File: src/rtl/ascon_intr_pkg.sv
// Shared constants, channel state types and the byte-strobe merge helper
// for the ASCON interrupt controller register bank.
package ascon_intr_pkg;

    localparam logic [2:0] ADDR_GIE = 3'd0;
    localparam logic [2:0] ADDR_IER = 3'd1;
    localparam logic [2:0] ADDR_ISR = 3'd2;
    localparam logic [2:0] ADDR_IAR = 3'd3;
    localparam logic [2:0] ADDR_IPR = 3'd4;

    localparam logic [1:0] AXI_RESP_OKAY = 2'b00;

    typedef enum logic {WrIdle, WrResp} wr_state_e;
    typedef enum logic {RdIdle, RdData} rd_state_e;

    // Replace only the byte lanes whose strobe is set.
    function automatic logic [31:0] strb_merge(input logic [31:0] old_val,
                                               input logic [31:0] new_val,
                                               input logic [3:0]  strb);
        logic [31:0] mask;
        for (int b = 0; b < 4; b++) begin
            mask[b*8 +: 8] = {8{strb[b]}};
        end
        return (old_val & ~mask) | (new_val & mask);
    endfunction

endpackage

File: src/rtl/ascon_intr_pending_bank.sv
// Rising-edge detection and pending latch for the interrupt sources;
// a new edge wins over a same-cycle acknowledge.
module ascon_intr_pending_bank #(
    parameter int unsigned NUM_INTR = 1
) (
    input  logic                clk_i,
    input  logic                rst_ni,
    input  logic [NUM_INTR-1:0] intr_src_i,
    input  logic [NUM_INTR-1:0] ier_i,
    input  logic [NUM_INTR-1:0] ack_i,
    input  logic                ack_valid_i,
    output logic [NUM_INTR-1:0] pending_o,
    output logic [NUM_INTR-1:0] ipr_o
);

    logic [NUM_INTR-1:0] intr_src_q, intr_src_d;
    logic [NUM_INTR-1:0] pending_q, pending_d;
    logic [NUM_INTR-1:0] rise;

    always_comb begin
        intr_src_d = intr_src_i;
        rise       = intr_src_i & ~intr_src_q & ier_i;
        pending_d  = pending_q;
        if (ack_valid_i) begin
            pending_d = pending_d & ~ack_i;
        end
        pending_d = pending_d | rise;
    end

    always_ff @(posedge clk_i) begin
        if (!rst_ni) begin
            intr_src_q <= '0;
            pending_q  <= '0;
        end else begin
            intr_src_q <= intr_src_d;
            pending_q  <= pending_d;
        end
    end

    assign pending_o = pending_q;
    assign ipr_o     = pending_q & ier_i;

endmodule

File: src/rtl/ascon_intr_axil_slave.sv
// AXI4-Lite register bank for the ASCON interrupt controller: GIE, IER,
// ISR, IAR and IPR behind independent write and read channels.
module ascon_intr_axil_slave
    import ascon_intr_pkg::*;
#(
    parameter int unsigned C_S_AXI_DATA_WIDTH = 32,
    parameter int unsigned C_S_AXI_ADDR_WIDTH = 5,
    parameter int unsigned C_NUM_OF_INTR      = 1,
    parameter int unsigned C_IRQ_ACTIVE_STATE = 1
) (
    input  logic                              ACLK,
    input  logic                              ARESETN,
    input  logic [C_S_AXI_ADDR_WIDTH-1:0]     S_AXI_AWADDR,
    input  logic [2:0]                        S_AXI_AWPROT,
    input  logic                              S_AXI_AWVALID,
    output logic                              S_AXI_AWREADY,
    input  logic [C_S_AXI_DATA_WIDTH-1:0]     S_AXI_WDATA,
    input  logic [C_S_AXI_DATA_WIDTH/8-1:0]   S_AXI_WSTRB,
    input  logic                              S_AXI_WVALID,
    output logic                              S_AXI_WREADY,
    output logic [1:0]                        S_AXI_BRESP,
    output logic                              S_AXI_BVALID,
    input  logic                              S_AXI_BREADY,
    input  logic [C_S_AXI_ADDR_WIDTH-1:0]     S_AXI_ARADDR,
    input  logic [2:0]                        S_AXI_ARPROT,
    input  logic                              S_AXI_ARVALID,
    output logic                              S_AXI_ARREADY,
    output logic [C_S_AXI_DATA_WIDTH-1:0]     S_AXI_RDATA,
    output logic [1:0]                        S_AXI_RRESP,
    output logic                              S_AXI_RVALID,
    input  logic                              S_AXI_RREADY,
    input  logic [C_NUM_OF_INTR-1:0]          intr_src,
    output logic                              irq
);

    localparam int unsigned N      = C_NUM_OF_INTR;
    localparam logic        IRQ_ON = (C_IRQ_ACTIVE_STATE != 0);

    wr_state_e wr_state_q, wr_state_d;
    rd_state_e rd_state_q, rd_state_d;
    logic awready_q, awready_d, wready_q, wready_d, bvalid_q, bvalid_d;
    logic arready_q, arready_d, rvalid_q, rvalid_d;
    logic [31:0] rdata_q, rdata_d;
    logic gie_q, gie_d, irq_q, irq_d;
    logic [N-1:0] ier_q, ier_d;

    logic [N-1:0] pending, ipr;
    logic         wr_fire, rd_fire, ack_valid;
    logic [31:0]  wr_gie_word, wr_ier_word, ack_word, rd_word;
    logic [2:0]   wr_idx, rd_idx;

    assign wr_idx = S_AXI_AWADDR[4:2];
    assign rd_idx = S_AXI_ARADDR[4:2];

    always_comb begin
        wr_state_d  = wr_state_q;
        awready_d   = 1'b0;
        wready_d    = 1'b0;
        bvalid_d    = bvalid_q;
        gie_d       = gie_q;
        ier_d       = ier_q;
        ack_valid   = 1'b0;
        wr_fire     = awready_q & wready_q & S_AXI_AWVALID & S_AXI_WVALID;
        wr_gie_word = strb_merge({31'd0, gie_q}, S_AXI_WDATA, S_AXI_WSTRB);
        wr_ier_word = strb_merge(32'(ier_q), S_AXI_WDATA, S_AXI_WSTRB);
        ack_word    = strb_merge(32'd0, S_AXI_WDATA, S_AXI_WSTRB);
        case (wr_state_q)
            WrIdle: begin
                if (wr_fire) begin
                    wr_state_d = WrResp;
                    bvalid_d   = 1'b1;
                    case (wr_idx)
                        ADDR_GIE: gie_d     = wr_gie_word[0];
                        ADDR_IER: ier_d     = wr_ier_word[N-1:0];
                        ADDR_IAR: ack_valid = 1'b1;
                        default:  ;
                    endcase
                end else if (S_AXI_AWVALID && S_AXI_WVALID && !bvalid_q && !awready_q) begin
                    awready_d = 1'b1;
                    wready_d  = 1'b1;
                end
            end
            WrResp: begin
                if (S_AXI_BREADY) begin
                    bvalid_d   = 1'b0;
                    wr_state_d = WrIdle;
                end
            end
            default: wr_state_d = WrIdle;
        endcase
    end

    // Read data comes from the current flop values, so a same-cycle write is not visible.
    always_comb begin
        case (rd_idx)
            ADDR_GIE: rd_word = {31'd0, gie_q};
            ADDR_IER: rd_word = 32'(ier_q);
            ADDR_ISR: rd_word = 32'(pending);
            ADDR_IPR: rd_word = 32'(ipr);
            default:  rd_word = 32'd0;
        endcase
    end

    always_comb begin
        rd_state_d = rd_state_q;
        arready_d  = 1'b0;
        rvalid_d   = rvalid_q;
        rdata_d    = rdata_q;
        rd_fire    = arready_q & S_AXI_ARVALID;
        case (rd_state_q)
            RdIdle: begin
                if (rd_fire) begin
                    rdata_d    = rd_word;
                    rvalid_d   = 1'b1;
                    rd_state_d = RdData;
                end else if (S_AXI_ARVALID && !rvalid_q && !arready_q) begin
                    arready_d = 1'b1;
                end
            end
            RdData: begin
                if (S_AXI_RREADY) begin
                    rvalid_d   = 1'b0;
                    rd_state_d = RdIdle;
                end
            end
            default: rd_state_d = RdIdle;
        endcase
        irq_d = (gie_q && (ipr != '0)) ? IRQ_ON : ~IRQ_ON;
    end

    always_ff @(posedge ACLK) begin
        if (!ARESETN) begin
            wr_state_q <= WrIdle;
            rd_state_q <= RdIdle;
            awready_q  <= 1'b0;
            wready_q   <= 1'b0;
            bvalid_q   <= 1'b0;
            arready_q  <= 1'b0;
            rvalid_q   <= 1'b0;
            rdata_q    <= '0;
            gie_q      <= 1'b0;
            ier_q      <= '0;
            irq_q      <= ~IRQ_ON;
        end else begin
            wr_state_q <= wr_state_d;
            rd_state_q <= rd_state_d;
            awready_q  <= awready_d;
            wready_q   <= wready_d;
            bvalid_q   <= bvalid_d;
            arready_q  <= arready_d;
            rvalid_q   <= rvalid_d;
            rdata_q    <= rdata_d;
            gie_q      <= gie_d;
            ier_q      <= ier_d;
            irq_q      <= irq_d;
        end
    end

    ascon_intr_pending_bank #(
        .NUM_INTR (N)
    ) u_pending_bank (
        .clk_i       (ACLK),
        .rst_ni      (ARESETN),
        .intr_src_i  (intr_src),
        .ier_i       (ier_q),
        .ack_i       (ack_word[N-1:0]),
        .ack_valid_i (ack_valid),
        .pending_o   (pending),
        .ipr_o       (ipr)
    );

    assign S_AXI_AWREADY = awready_q;
    assign S_AXI_WREADY  = wready_q;
    assign S_AXI_BVALID  = bvalid_q;
    assign S_AXI_BRESP   = AXI_RESP_OKAY;
    assign S_AXI_ARREADY = arready_q;
    assign S_AXI_RVALID  = rvalid_q;
    assign S_AXI_RDATA   = rdata_q;
    assign S_AXI_RRESP   = AXI_RESP_OKAY;
    assign irq           = irq_q;

    logic unused_bits;
    assign unused_bits = ^{S_AXI_AWPROT, S_AXI_ARPROT, S_AXI_AWADDR, S_AXI_ARADDR,
                           wr_gie_word, wr_ier_word, ack_word};

endmodule

File: config.mk
export PLATFORM = sky130hd
export DESIGN_NAME = ascon_intr_axil_slave
export DESIGN_NICKNAME = d
export VERILOG_FILES = /design/src/rtl/ascon_intr_pkg.sv /design/src/rtl/ascon_intr_pending_bank.sv /design/src/rtl/ascon_intr_axil_slave.sv
export SDC_FILE = /design/constraint.sdc
export NUM_CORES = 1
export LEC_CHECK = 0
export BUFFER_PORTS_ARGS = -buffer_cell sky130_fd_sc_hd__buf_2
export CORE_ASPECT_RATIO = 0.9
export CORE_MARGIN = 2
export CORE_UTILIZATION = 32
export DETAILED_ROUTE_END_ITERATION = 7
export PLACE_DENSITY = 0.8
export SYNTH_ARGS = -nofsm -noshare
export SYNTH_HDL_FRONTEND = slang
export SYNTH_HIERARCHICAL = 1
export SYNTH_SLANG_ARGS = --single-unit
export TNS_END_PERCENT = 100
File: constraint.sdc
create_clock -name ACLK -period 1.4 [get_ports ACLK]
set_input_delay 0.35 -clock ACLK [delete_from_list [all_inputs] [get_ports ACLK]]
set_output_delay 0.35 -clock ACLK [all_outputs]
set_load 0.01 [all_outputs]
==> results.txt <==
status: complete, no violations
worst-path cell chain: nand4b_4, nor2_1, and3_2, nand2_1, a32o_1
Final Hold Viols: 0
Mapped Cells: 94
Hold WC Path Type: in2reg
final setup fails: 0
Fmax: 803 MHz
R2R setup slack: 0.15 ns
residual DRC count: 0
min Tclk post-route: 1.25 ns
CP required: 1.56 ns
YS warnings: 6
first-pass GRT wire length: 1.91 mm
Seq cells post-synth: 12
Netlist cell types: 26
leakage: 0.438 nW
die area: 0.00297 mm2
clk_skew: 0.000122 ns
max cap viols: 0
pins over their slew limit: 0
Clk pin slew, worst setup/hold paths: 0.07 ns
Final Wtd Congestion: 0.682
DR iter-0 viols: 13
DR vias: 565
unrepaired setup endpoints after global routing: no
total gr overflow: 0
delay-heaviest family, CP: simple AND/OR/NAND/NOR gates
R2R Path Start: S_AXI_WREADY
cts bufs inserted: 3
R2R depth: 5
share of layout cells above drive strength 1: 27.4%
post-synthesis sequential area ratio: 29.5%
Worst setup endpoint: u_pending_bank/pending_o
Worst Path Arrival: 1.40 ns
drt pass-1 iters: 3
Power Total: 0.676 mW
CP max stage delay: 0.41 ns
worst vdd ir: 0.000401 V
Final period util: 89.0%
largest net degree at the start of global routing: 15
setup_tns: 0 ns
Initial Utilization: 33.6%
Pwr per Cell Area: 802 mW/mm2
Layout area overhead: 3.53%
CTS root buf: clkbuf_4
Total GRT Usage: 8.35%
Row Count: 17
Yosys top cell area share: 33.2%
Detail Route Antenna Nets: 0
WL/cell: 8.35 um
Crit path depth: 5
# diodes: 0
clock latency on the worst-skew pair: 0.26 ns
crit path max fanout: 4
# Post-CTS Setup Buffers: 0
Clock Path Buffers: 2
Slowest-stage cell, CP: dfxtp_1
Core Footprint: 0.00242 mm2
DP Wirelength: 1.03 mm
WP buf/inv: 0
leading post-synthesis cells by cell area: buf_4 (33%), dfxtp_1 (29%), nand2_1 (4.6%)
Die H: 51.9 um
IO Pins: 102
TritonCTS clock tree: built
Cell Area, Synth: 815 um2
Worst setup EP type: register
# clock sinks: 12
Hold Slack: 0.311 ns
initial antenna violation count: 0
post-synth top area cell: buf_4
Reg2Reg Capture Point: u_pending_bank/pending_o
vias in the first global route: 473
Die W: 57.2 um
port bufs: 22
Hold Buf Count CTS: 0
post-CTS sizing: 0
drt total wl: 1.21 mm
htree depth: 1
Avg Inst Size Synth: 8.67 um2
CP Launch Type: register
Via-to-Cell Ratio: 3.90
Post-layout nets: 179
crit path kind: reg2reg
CP startpoint: S_AXI_WREADY
## cells by family after synthesis
family	count (synthesis)	synth area share (%)
muxes	1	1.23
buffers and inverters	38	34.1
AOI/OAI and AO/OA	10	10.4
other	1	0.460
and+or+nand+nor	32	24.3
DFF	12	29.5
## placed cells by master, fill, tap and decap left out, types with 3 or more instances in the layout
cell      instances
nor2b_1           3
dfxtp_1          12
nor2_1            4
buf_2            22
conb_1           35
a21boi_0          3
clkbuf_4          3
nand2_1          10
## cell type report
type                            instances  area [um2]
Tap cell                               28        35.0
Fill cell                             257        1580
Inverter                                1        3.75
Sequential cell                        12         240
Multi-Input combinational cell         78         424
Timing Repair Buffer                   23         118
Clock buffer                            3        22.5
## metal layers
layer  part of all wire [%]  GRT usage [%]
met1                     41           9.37
met2                     48           14.8
met3                     10           4.73
met4                      0              0
met5                      0              0
## worst min path at each step
stage	slack, ns	to	depth (start not counted)	startpoint
global placement	0.45	S_AXI_RVALID	2	S_AXI_RVALID
CTS	0.30	u_pending_bank/intr_src_q	2	intr_src
finish	0.31	u_pending_bank/intr_src_q	2	intr_src
global route	0.31	u_pending_bank/intr_src_q	2	intr_src
detailed placement	0.45	S_AXI_RVALID	2	S_AXI_RVALID
floorplan	0.44	S_AXI_WREADY	1	wr_state_q
## power by group
group          switching (mW)  internal [mW]
Combinational          0.0775         0.0362
Clock                   0.107         0.0993
Sequential            0.00612          0.350
## worst reg2reg max path, cell delays in order (launching register included)
cell and delay, ns:
dfxtp_1 0.41, nand4b_4 0.12, nor2_1 0.12, and3_2 0.18, nand2_1 0.05, a32o_1 0.25
## per-stage QoR
| step | worst slack, ns | instance area, um2 | std cells | utilization, % |
|---|---|---|---|---|
| after CTS | 0.138 | 843 | 145 | 34.8 |
| after floorplan | 0.139 | 942 | 128 | - |
| after global routing | 0.0677 | 843 | 145 | 34.8 |
| after detailed placement | 0.0262 | 821 | 142 | 33.8 |
| after global placement | 0.0306 | 821 | 142 | 33.8 |
| final | 0.154 | 843 | 145 | 34.8 |
## cells in the mapped netlist, drive strengths merged
library cell,number
buf,36
dfxtp,12
nand2,10
nor2,4
a21boi,3
and2,3
and3,3
nor2b,3
a21oi,2
a32o,2
nand2b,2
nand4b,2
nor3b,2
o31ai,2
clkbuf,1
conb,1
inv,1
mux2i,1
nor3,1
nor4,1
o211ai,1
or4b,1
Power figures use the tool's default switching activity.
